===== src/rtl/rst_seq_pkg.sv =====
// Shared constants and helpers for the reset sequencer.
//   - Default parameter values for reset_seq_ctrl.
//   - cnt_end(): the terminal count of the sequence. This is the later of the
//     gate-close point and the release point of the last channel.
package rst_seq_pkg;

    localparam int NUM_CH_DEF      = 4;
    localparam int CNT_W_DEF       = 6;
    localparam int SYNC_STAGES_DEF = 2;
    localparam int GATE_ON_DEF     = 5;
    localparam int GATE_OFF_DEF    = 18;
    localparam int REL_BASE_DEF    = 12;
    localparam int REL_STEP_DEF    = 4;

    function automatic int cnt_end(input int num_ch, input int gate_off,
                                   input int rel_base, input int rel_step);
        int last_rel;
        last_rel = rel_base + (num_ch - 1) * rel_step;
        return (gate_off > last_rel) ? gate_off : last_rel;
    endfunction

endpackage


===== src/rtl/reset_sync.sv =====
// Reset synchroniser: asynchronous assertion, synchronous deassertion.
// Ports:
//   clk         in   system clock
//   reset       in   asynchronous active-high reset
//   rst_sync_o  out  synchronised reset; drops SYNC_STAGES edges after reset falls
module reset_sync #(
    parameter int SYNC_STAGES = 2
) (
    input  logic clk,
    input  logic reset,
    output logic rst_sync_o
);

    logic [SYNC_STAGES-1:0] sync_q;
    logic [SYNC_STAGES-1:0] sync_d;

    // A zero is shifted in at bit 0 and emerges at the top bit.
    always_comb begin
        sync_d = {sync_q[SYNC_STAGES-2:0], 1'b0};
    end

    always_ff @(posedge clk or posedge reset) begin
        if (reset) begin
            sync_q <= '1;
        end else begin
            sync_q <= sync_d;
        end
    end

    assign rst_sync_o = sync_q[SYNC_STAGES-1];

endmodule


===== src/rtl/reset_seq_ctrl.sv =====
// Power-on / soft reset sequencer.
// After the synchronised reset drops, a saturating counter runs up to CNT_END.
// The counter releases NUM_CH reset domains in staggered order and opens a
// clock-gate enable window.
// Ports:
//   clk         in   system clock
//   reset       in   asynchronous active-high reset (board pad)
//   soft_req_i  in   synchronous restart request; held high keeps the count at 0
//   release_o   out  bit i = channel i released (cnt >= REL_BASE + i*REL_STEP)
//   gate_clk_o  out  clock-gate enable, GATE_ON <= cnt < GATE_OFF
//   seq_done_o  out  cnt has saturated at CNT_END
//   busy_o      out  inverse of seq_done_o
module reset_seq_ctrl
    import rst_seq_pkg::*;
#(
    parameter int NUM_CH      = NUM_CH_DEF,
    parameter int CNT_W       = CNT_W_DEF,
    parameter int SYNC_STAGES = SYNC_STAGES_DEF,
    parameter int GATE_ON     = GATE_ON_DEF,
    parameter int GATE_OFF    = GATE_OFF_DEF,
    parameter int REL_BASE    = REL_BASE_DEF,
    parameter int REL_STEP    = REL_STEP_DEF
) (
    input  logic              clk,
    input  logic              reset,
    input  logic              soft_req_i,
    output logic [NUM_CH-1:0] release_o,
    output logic              gate_clk_o,
    output logic              seq_done_o,
    output logic              busy_o
);

    localparam int CNT_END = cnt_end(NUM_CH, GATE_OFF, REL_BASE, REL_STEP);

    localparam logic [CNT_W-1:0] CNT_END_C  = CNT_W'(CNT_END);
    localparam logic [CNT_W-1:0] GATE_ON_C  = CNT_W'(GATE_ON);
    localparam logic [CNT_W-1:0] GATE_OFF_C = CNT_W'(GATE_OFF);

    // Parameter sanity checks, evaluated at elaboration.
    if (CNT_END >= (1 << CNT_W)) begin : g_chk_cnt_w
        $error("reset_seq_ctrl: CNT_END=%0d does not fit in CNT_W=%0d", CNT_END, CNT_W);
    end
    if (GATE_OFF <= GATE_ON) begin : g_chk_gate
        $error("reset_seq_ctrl: GATE_OFF must exceed GATE_ON");
    end
    if (SYNC_STAGES < 2) begin : g_chk_sync
        $error("reset_seq_ctrl: SYNC_STAGES must be at least 2");
    end
    if (NUM_CH < 1 || NUM_CH > 16) begin : g_chk_num_ch
        $error("reset_seq_ctrl: NUM_CH must be in 1..16");
    end

    logic              rst_sync;
    logic              hold;
    logic [CNT_W-1:0]  cnt_q,      cnt_d;
    logic [NUM_CH-1:0] release_q,  release_d;
    logic              gate_q,     gate_d;
    logic              done_q,     done_d;

    reset_sync #(
        .SYNC_STAGES (SYNC_STAGES)
    ) u_sync (
        .clk        (clk),
        .reset      (reset),
        .rst_sync_o (rst_sync)
    );

    // A soft request or a still-asserted synchronised reset pins the sequence
    // at its start. The outputs are forced to their reset values as well, so a
    // zero threshold never releases anything early.
    assign hold = soft_req_i | rst_sync;

    always_comb begin
        cnt_d = cnt_q;
        if (hold) begin
            cnt_d = '0;
        end else if (cnt_q != CNT_END_C) begin
            cnt_d = cnt_q + CNT_W'(1);
        end
    end

    // The outputs are decoded from the next count, so that after the edge they
    // line up with the registered count.
    for (genvar gi = 0; gi < NUM_CH; gi++) begin : g_rel
        localparam logic [CNT_W-1:0] REL_AT = CNT_W'(REL_BASE + gi * REL_STEP);
        assign release_d[gi] = ~hold & (cnt_d >= REL_AT);
    end

    always_comb begin
        gate_d = ~hold & (cnt_d >= GATE_ON_C) & (cnt_d < GATE_OFF_C);
        done_d = ~hold & (cnt_d == CNT_END_C);
    end

    always_ff @(posedge clk or posedge reset) begin
        if (reset) begin
            cnt_q     <= '0;
            release_q <= '0;
            gate_q    <= 1'b0;
            done_q    <= 1'b0;
        end else begin
            cnt_q     <= cnt_d;
            release_q <= release_d;
            gate_q    <= gate_d;
            done_q    <= done_d;
        end
    end

    assign release_o  = release_q;
    assign gate_clk_o = gate_q;
    assign seq_done_o = done_q;
    assign busy_o     = ~done_q;

endmodule


===== config.mk =====
export PLATFORM = sky130hd
export DESIGN_NAME = reset_seq_ctrl
export DESIGN_NICKNAME = d
export VERILOG_FILES = /design/src/rtl/rst_seq_pkg.sv /design/src/rtl/reset_sync.sv /design/src/rtl/reset_seq_ctrl.sv
export SDC_FILE = /design/constraint.sdc
export NUM_CORES = 1
export LEC_CHECK = 0
export ABC_AREA = 1
export BUFFER_PORTS_ARGS = -buffer_cell sky130_fd_sc_hd__clkbuf_2
export CAP_MARGIN = 20
export CORE_UTILIZATION = 45
export DETAILED_ROUTE_END_ITERATION = 10
export PLACE_DENSITY = 0.67
export SYNTH_ARGS = -nofsm -noshare
export SYNTH_HDL_FRONTEND = slang
export SYNTH_SLANG_ARGS = --single-unit

===== constraint.sdc =====
create_clock -name clk -period 1.5 [get_ports clk]
set_clock_uncertainty 0.05 [all_clocks]
set_input_delay 0 -clock clk [delete_from_list [all_inputs] [get_ports clk]]
set_output_delay 0 -clock clk [all_outputs]
set_load 0.05 [all_outputs]

# Word-level counts from Yosys, hierarchy flattened
# Cells that the tools add are included.
word_totals:
  reg_bits: 14
  inputBits: 3
  output_inout_bits: 7
classes:
  addsub: 1
  order_cmp: 6
  n_eq_ne: 2
  muxes: 2
  bitwise_logic: 10
op_table:
  columns: ["cell", "n"]
  rows:
  - [">= comparator 6 x 5 -> 1 bit (second input constant)", 3]
  - ["2-to-1 mux 6 bit", 2]
  - ["bitwise AND 1 bit", 7]
  - ["adder 6 x 1 -> 6 bit (second input constant)", 1]
  - ["equality test 6 x 5 -> 1 bit (second input constant)", 1]
  - [">= comparator 6 x 3 -> 1 bit (second input constant)", 1]
  - [">= comparator 6 x 4 -> 1 bit (second input constant)", 1]
  - ["< comparator 6 x 5 -> 1 bit (second input constant)", 1]
  - ["!= test 6 x 5 -> 1 bit (second input constant)", 1]
  - ["inverter 1 bit", 2]
  - ["bitwise OR 1 bit", 1]

# Longest topological paths before layout
logic_depth:
  depth_word: 6
  ltp_mapped: 11
  mapped_depth_nobuf: 11

# Cells and area by module
# From an unflattened synthesis, not the netlist that was laid out.
unflattened:
  cells_unflattened: 83
  area_unflattened_um2: 696.9
modules_own_cells:
  columns: ["module", "n_inst", "cells_per_inst", "area_per_inst_um2", "seq_area_each_um2"]
  rows:
  - ["reset_seq_ctrl", 1, 79, 636.9, 300.3]
  - ["reset_sync", 1, 4, 60.1, 52.6]

# Worst setup path before layout
# OpenSTA, ideal clock, no wires.
synth_path:
  path_type: "register to register"
  start: "register cnt_q[0]"
  end: "register gate_q, in the netlist gate_clk_o"
  arrival_ps: 1252
  t_required_ps: 1379
  path_slack_ps: 126
  stages_incl_launch_ff: 11
  path_buffers: 0
  period_less_slack_ps: 1374
  cell_sequence: "dfrtp_1 -> inv_1 -> ha_1 -> nand2_1 -> inv_1 -> nand3_1 -> nand3_2 -> nand2_2 -> a21oi_2 -> nand2_1 -> nor2_1"
synth_via:
  elab_chain_cells: 6
  word_cells_on_any_way: 8
  cone_classes: "1 x add/sub; 2 x order compare; 1 x eq/ne; 2 x mux; 2 x bitwise"
synth_rtl:
  columns: ["element", "line", "text"]
  rows:
  - ["start: declaration", "reset_seq_ctrl.sv:55", "logic [CNT_W-1:0] cnt_q, cnt_d;"]
  - ["start signal: assignment", "reset_seq_ctrl.sv:101", "cnt_q <= cnt_d;"]
  - ["adder 6 x 1 -> 6 bit / != test 6 x 5 -> 1 bit (equally long branches)", "reset_seq_ctrl.sv:78, reset_seq_ctrl.sv:77", null]
  - ["2-to-1 mux 6 bit *", "reset_seq_ctrl.sv:77", "end else if (cnt_q != CNT_END_C) begin"]
  - ["2-to-1 mux 6 bit *", "reset_seq_ctrl.sv:75", "if (hold) begin"]
  - [">= comparator 6 x 3 -> 1 bit", "reset_seq_ctrl.sv:90", "gate_d = ~hold & (cnt_d >= GATE_ON_C) & (cnt_d < GATE_OFF_C);"]
  - ["bitwise AND 1 bit", "reset_seq_ctrl.sv:90", null]
  - ["bitwise AND 1 bit *", "reset_seq_ctrl.sv:90", null]
  - ["net gate_d", "reset_seq_ctrl.sv:57", "logic gate_q, gate_d;"]
  - ["end signal: assignment", "reset_seq_ctrl.sv:103", "gate_q <= gate_d;"]
  - ["end: declaration", "reset_seq_ctrl.sv:57", null]
# Mark *: on every way through the listed nets, which the timed path passes. The rest lies on a longest branch.

# Worst setup path after layout
layout_path:
  start: "register cnt_q[0]"
  end: "register release_q[0], in the netlist release_o[0]"
layout_via:
  elab_chain_cells: 5
  word_cells_on_any_way: 6
  cone_classes: "1 x add/sub; 1 x order compare; 1 x eq/ne; 2 x mux; 1 x bitwise"
layout_rtl:
  columns: ["element", "line", "text"]
  rows:
  - ["adder 6 x 1 -> 6 bit / != test 6 x 5 -> 1 bit (equally long branches)", "reset_seq_ctrl.sv:78, reset_seq_ctrl.sv:77", null]
  - ["2-to-1 mux 6 bit *", "reset_seq_ctrl.sv:77", null]
  - ["2-to-1 mux 6 bit *", "reset_seq_ctrl.sv:75", null]
  - ["net cnt_d[5]", "reset_seq_ctrl.sv:55", null]
  - [">= comparator 6 x 4 -> 1 bit *", "reset_seq_ctrl.sv:86", "assign release_d[gi] = ~hold & (cnt_d >= REL_AT);"]
  - ["bitwise AND 1 bit *", "reset_seq_ctrl.sv:86", null]
  - ["net release_d[0]", "reset_seq_ctrl.sv:56", "logic [NUM_CH-1:0] release_q, release_d;"]
  - ["end signal: assignment", "reset_seq_ctrl.sv:102", "release_q <= release_d;"]
  - ["end: declaration", "reset_seq_ctrl.sv:56", null]
# Marks and branches as above.

==> summary.md <==
| Metric | Value |
|---|---|
| Max Root-Sink Buffers | `2` |
| Top post-synthesis cells by area | `dfrtp_1 (44%), inv_1 (12%), nand2_1 (8.2%), dfstp_2 (7.7%), nand3_1 (5.9%)` |
| Filler cells | `107` |
| Worst Hold Class | `in2async` |
| Post-Synthesis Cells | `81` |
| Number of global-route vias before repair | `474` |
| Post-route antenna net violation count | `0` |
| Worst hold slack | `0.234 ns` |
| H-tree Lvls | `1` |
| RSZ-0062 raised after global routing | `true` |
| Clk sinks | `14` |
| Syn nets | `86` |
| Vias post-DR | `594` |
| Max Transition Viols Final | `0` |
| Final hold vios | `0` |
| Initial Utilization | `50.6%` |
| Mux cell area share after synthesis | `0%` |
| Drt via density | `5.21` |
| Power Density | `723 nW/um^2` |
| Setup WS post-layout | `-0.0117 ns` |
| Peak supply drop | `0.561 mV` |
| CP arrival | `1.65 ns` |
| Critical Path Sink Type | `flip-flop` |
| Async SR Flop Fraction | `100%` |
| Top cells by count, synth | `inv_1 (21), nand2_1 (15), dfrtp_1 (12)` |
| Buf/Inv on CP | `2` |
| Cell mode on critical path | `nor2_2` |
| CP required | `1.64 ns` |
| Share of cells above drive strength 1 | `42.4%` |
| CTS clk-pin slew, worst paths | `0.09 ns` |
| Routed wire per std cell | `13.7 um` |
| Simple-Gate Fraction of Synth Area | `25.6%` |
| Worst path max stage delay | `0.42 ns` |
| Largest net degree at the start of global routing | `15` |
| P&R area growth vs syn | `33.5%` |
| Initial antenna violation count | `0` |
| Die ar. | `1680 um^2` |
| GPL Wtd Cong | `0.896` |
| Seq cells post-synth | `14` |
| Synth warn | `0` |
| Post-Synth Adder-Cell Area | `3.66%` |
| Placed cells | `107` |
| Die H | `41.0 um` |
| Post-synth EDFFs | `0` |
| Maximum clock rate | `662 MHz` |
| Register area share after synthesis | `51.6%` |
| Post-synthesis cell type count | `18` |
| CP delay by family, top | `flip-flops` |
| Setup crit start kind | `flip-flop` |
| Finish-stage setup viols | `2` |
| Main combinational cell family by area after synthesis | `simple AND/OR/NAND/NOR gates` |
| Total power | `0.659 mW` |
| Core ar. | `1350 um^2` |
| Routed WL | `1.56 mm` |
| Rel. slew slack | `63.8%` |
| Post-Synth XOR/XNOR Area | `1.28%` |
| Inserted Clock Buffers | `3` |
| CTS tree | `built` |
| # port buffers | `9` |
| ANT cells | `0` |
| Max_cap viols | `0` |
| Complex-gate fraction of the synthesized area | `5.68%` |
| Initial DRC Count | `16` |
| Crit share post-route | `101%` |
| GRT Residual Overflow | `0` |
| Run status | `finished, violations left` |
| R2R setup slack | `-0.01 ns` |
| Non-Filler Instances | `114` |
| First-pass GRT wire length | `2.10 mm` |
| Tightest Pin Transition | `0.543 ns` |
| Max Fanout on Critical Path | `4` |
| Io pins | `10` |
| FP Rows | `13` |
| Mapped Area | `683 um^2` |
| DRC Markers | `0` |
| Syn Area/Cell | `8.43 um^2` |
| NumNets Final | `105` |
| DP Wirelength | `939 um` |
| Failing checks | `negative setup slack` |
| Clock Tree Root | `clkbuf_4` |
| Crit Path Class | `reg2reg` |
| Commonest register cell after synthesis | `dfrtp_1` |
| CP cell instances | `inv_2 -> buf_4 -> nor2_2 -> nand3_1 -> a21oi_4 -> nor2_2 -> o21ai_0` |
| P_leak | `0.500 nW` |
| Crit-path slowest cell | `dfrtp_2` |
| Total GRT Usage | `20.4%` |
| Cell taking the most area after synthesis | `dfrtp_1` |
| Clock latency on the worst-skew pair | `0.28 ns` |
| Tmin final | `1.51 ns` |
| Top-count cell post-synth | `inv_1` |
| Die width | `41.0 um` |
| TritonRoute pass-1 iters | `4` |
| Area share of the largest cell type after synthesis | `44.0%` |
==> kinds of logic (layout without fill, tap and decap cells) <==
family | count (synthesis) | count (layout)
compound gates | 5 | 5
xor+xnor | 1 | 1
fa+ha+maj | 2 | 2
buf+inv | 21 | 39
flops | 14 | 14
other cells | 1 | 1
simple gates | 37 | 37
==> placed cells by master (no fill, tap or decap), types with 2 or more instances in the layout <==
| cell | Yosys | routed |
|---|---|---|
| dfstp_2 | 2 | 2 |
| nand3_1 | 8 | 6 |
| nand3_4 | 0 | 2 |
| nand2_2 | 1 | 3 |
| dfrtp_1 | 12 | 9 |
| clkbuf_4 | 0 | 3 |
| nand4_1 | 2 | 2 |
| inv_2 | 0 | 4 |
| nand3_2 | 2 | 2 |
| a21oi_4 | 0 | 2 |
| clkbuf_2 | 0 | 9 |
| nand2_1 | 15 | 12 |
| nor2_2 | 2 | 3 |
| buf_4 | 0 | 3 |
| dfrtp_2 | 0 | 3 |
| nor2_1 | 6 | 5 |
| dlygate4sd3_1 | 0 | 2 |
| ha_4 | 0 | 2 |
| inv_1 | 21 | 17 |
==> final timing paths <==
kind                                            start                    endpoint  depth (start not counted)
max                                cnt_q[0]$_DFF_PP0_      release_o[0]$_DFF_PP0_                          7
min                                             reset        gate_clk_o$_DFF_PP0_                          3
max reg2reg                        cnt_q[0]$_DFF_PP0_      release_o[0]$_DFF_PP0_                          7
min reg2reg                u_sync.sync_q[0]$_DFF_PP1_  u_sync.sync_q[1]$_DFF_PP1_                          0
max in group asynchronous                       reset          cnt_q[2]$_DFF_PP0_                          3
min in group clk           u_sync.sync_q[0]$_DFF_PP1_  u_sync.sync_q[1]$_DFF_PP1_                          0
==> per-layer routing <==
metal	part of all wire (%)	GRT usage, %	routed length (um)	vias to the layer above
li1	-	-	-	279
met1	44	26.5	691	284
met2	47	31.3	735	20
met3	3.5	5.43	54	11
met4	5.1	10.0	80	0
met5	0	0	0	-
==> power breakdown <==
| part | internal (mW) | leakage, nW | switching (mW) |
|---|---|---|---|
| sequential | 0.385 | 0.183 | 0.00529 |
| combinational | 0.0175 | 0.302 | 0.0283 |
| clock | 0.103 | 0.0150 | 0.120 |
| total | 0.506 | 0.500 | 0.154 |
==> timing repair <==
item | CTS | global route
gates resized for setup | 4 | 20
hold buffers | 2 | 0
endpoints found under the setup margin | 1 | 5
hold endpoints to repair | 15 | 0
pin swaps | 2 | 8
buffers inserted | 1 | 0
==> final cells by class <==
class                           count  area [um^2]  share of cell area [%]
Timing Repair Buffer               14         87.6                    9.60
Multi-Input combinational cell     46          344                    37.7
Sequential cell                    14          357                    39.1
Tap cell                           15         18.8                    2.06
Clock buffer                        4         26.3                    2.88
Inverter                           21         78.8                    8.64
==> state kept, by name, indices dropped and copies added, names as in the netlist <==
signal	flops
seq_done_o	1
cnt_q	6
gate_clk_o	1
u_sync.sync_q	2
release_o	4
==> metrics by stage <==
stage          cell area (um^2)  setup TNS [ns]  worst slack [ns]  util [%]
6_report                    912         -0.0121           -0.0117      67.6
5_1_grt                     912          -0.285           -0.0915      67.6
4_1_cts                     836               0          0.000615      61.9
3_5_place_dp                762               0            0.0239      56.4
3_3_place_gp                762               0            0.0158      56.4
2_1_floorplan               683               0             0.126         -
==> worst register-to-register path, cell delays in order (launching register included) <==
cell,delay [ns]
dfrtp_2,0.42
inv_2,0.07
buf_4,0.14
nor2_2,0.11
nand3_1,0.18
a21oi_4,0.28
nor2_2,0.08
o21ai_0,0.09
Power figures use the tool's default switching activity.
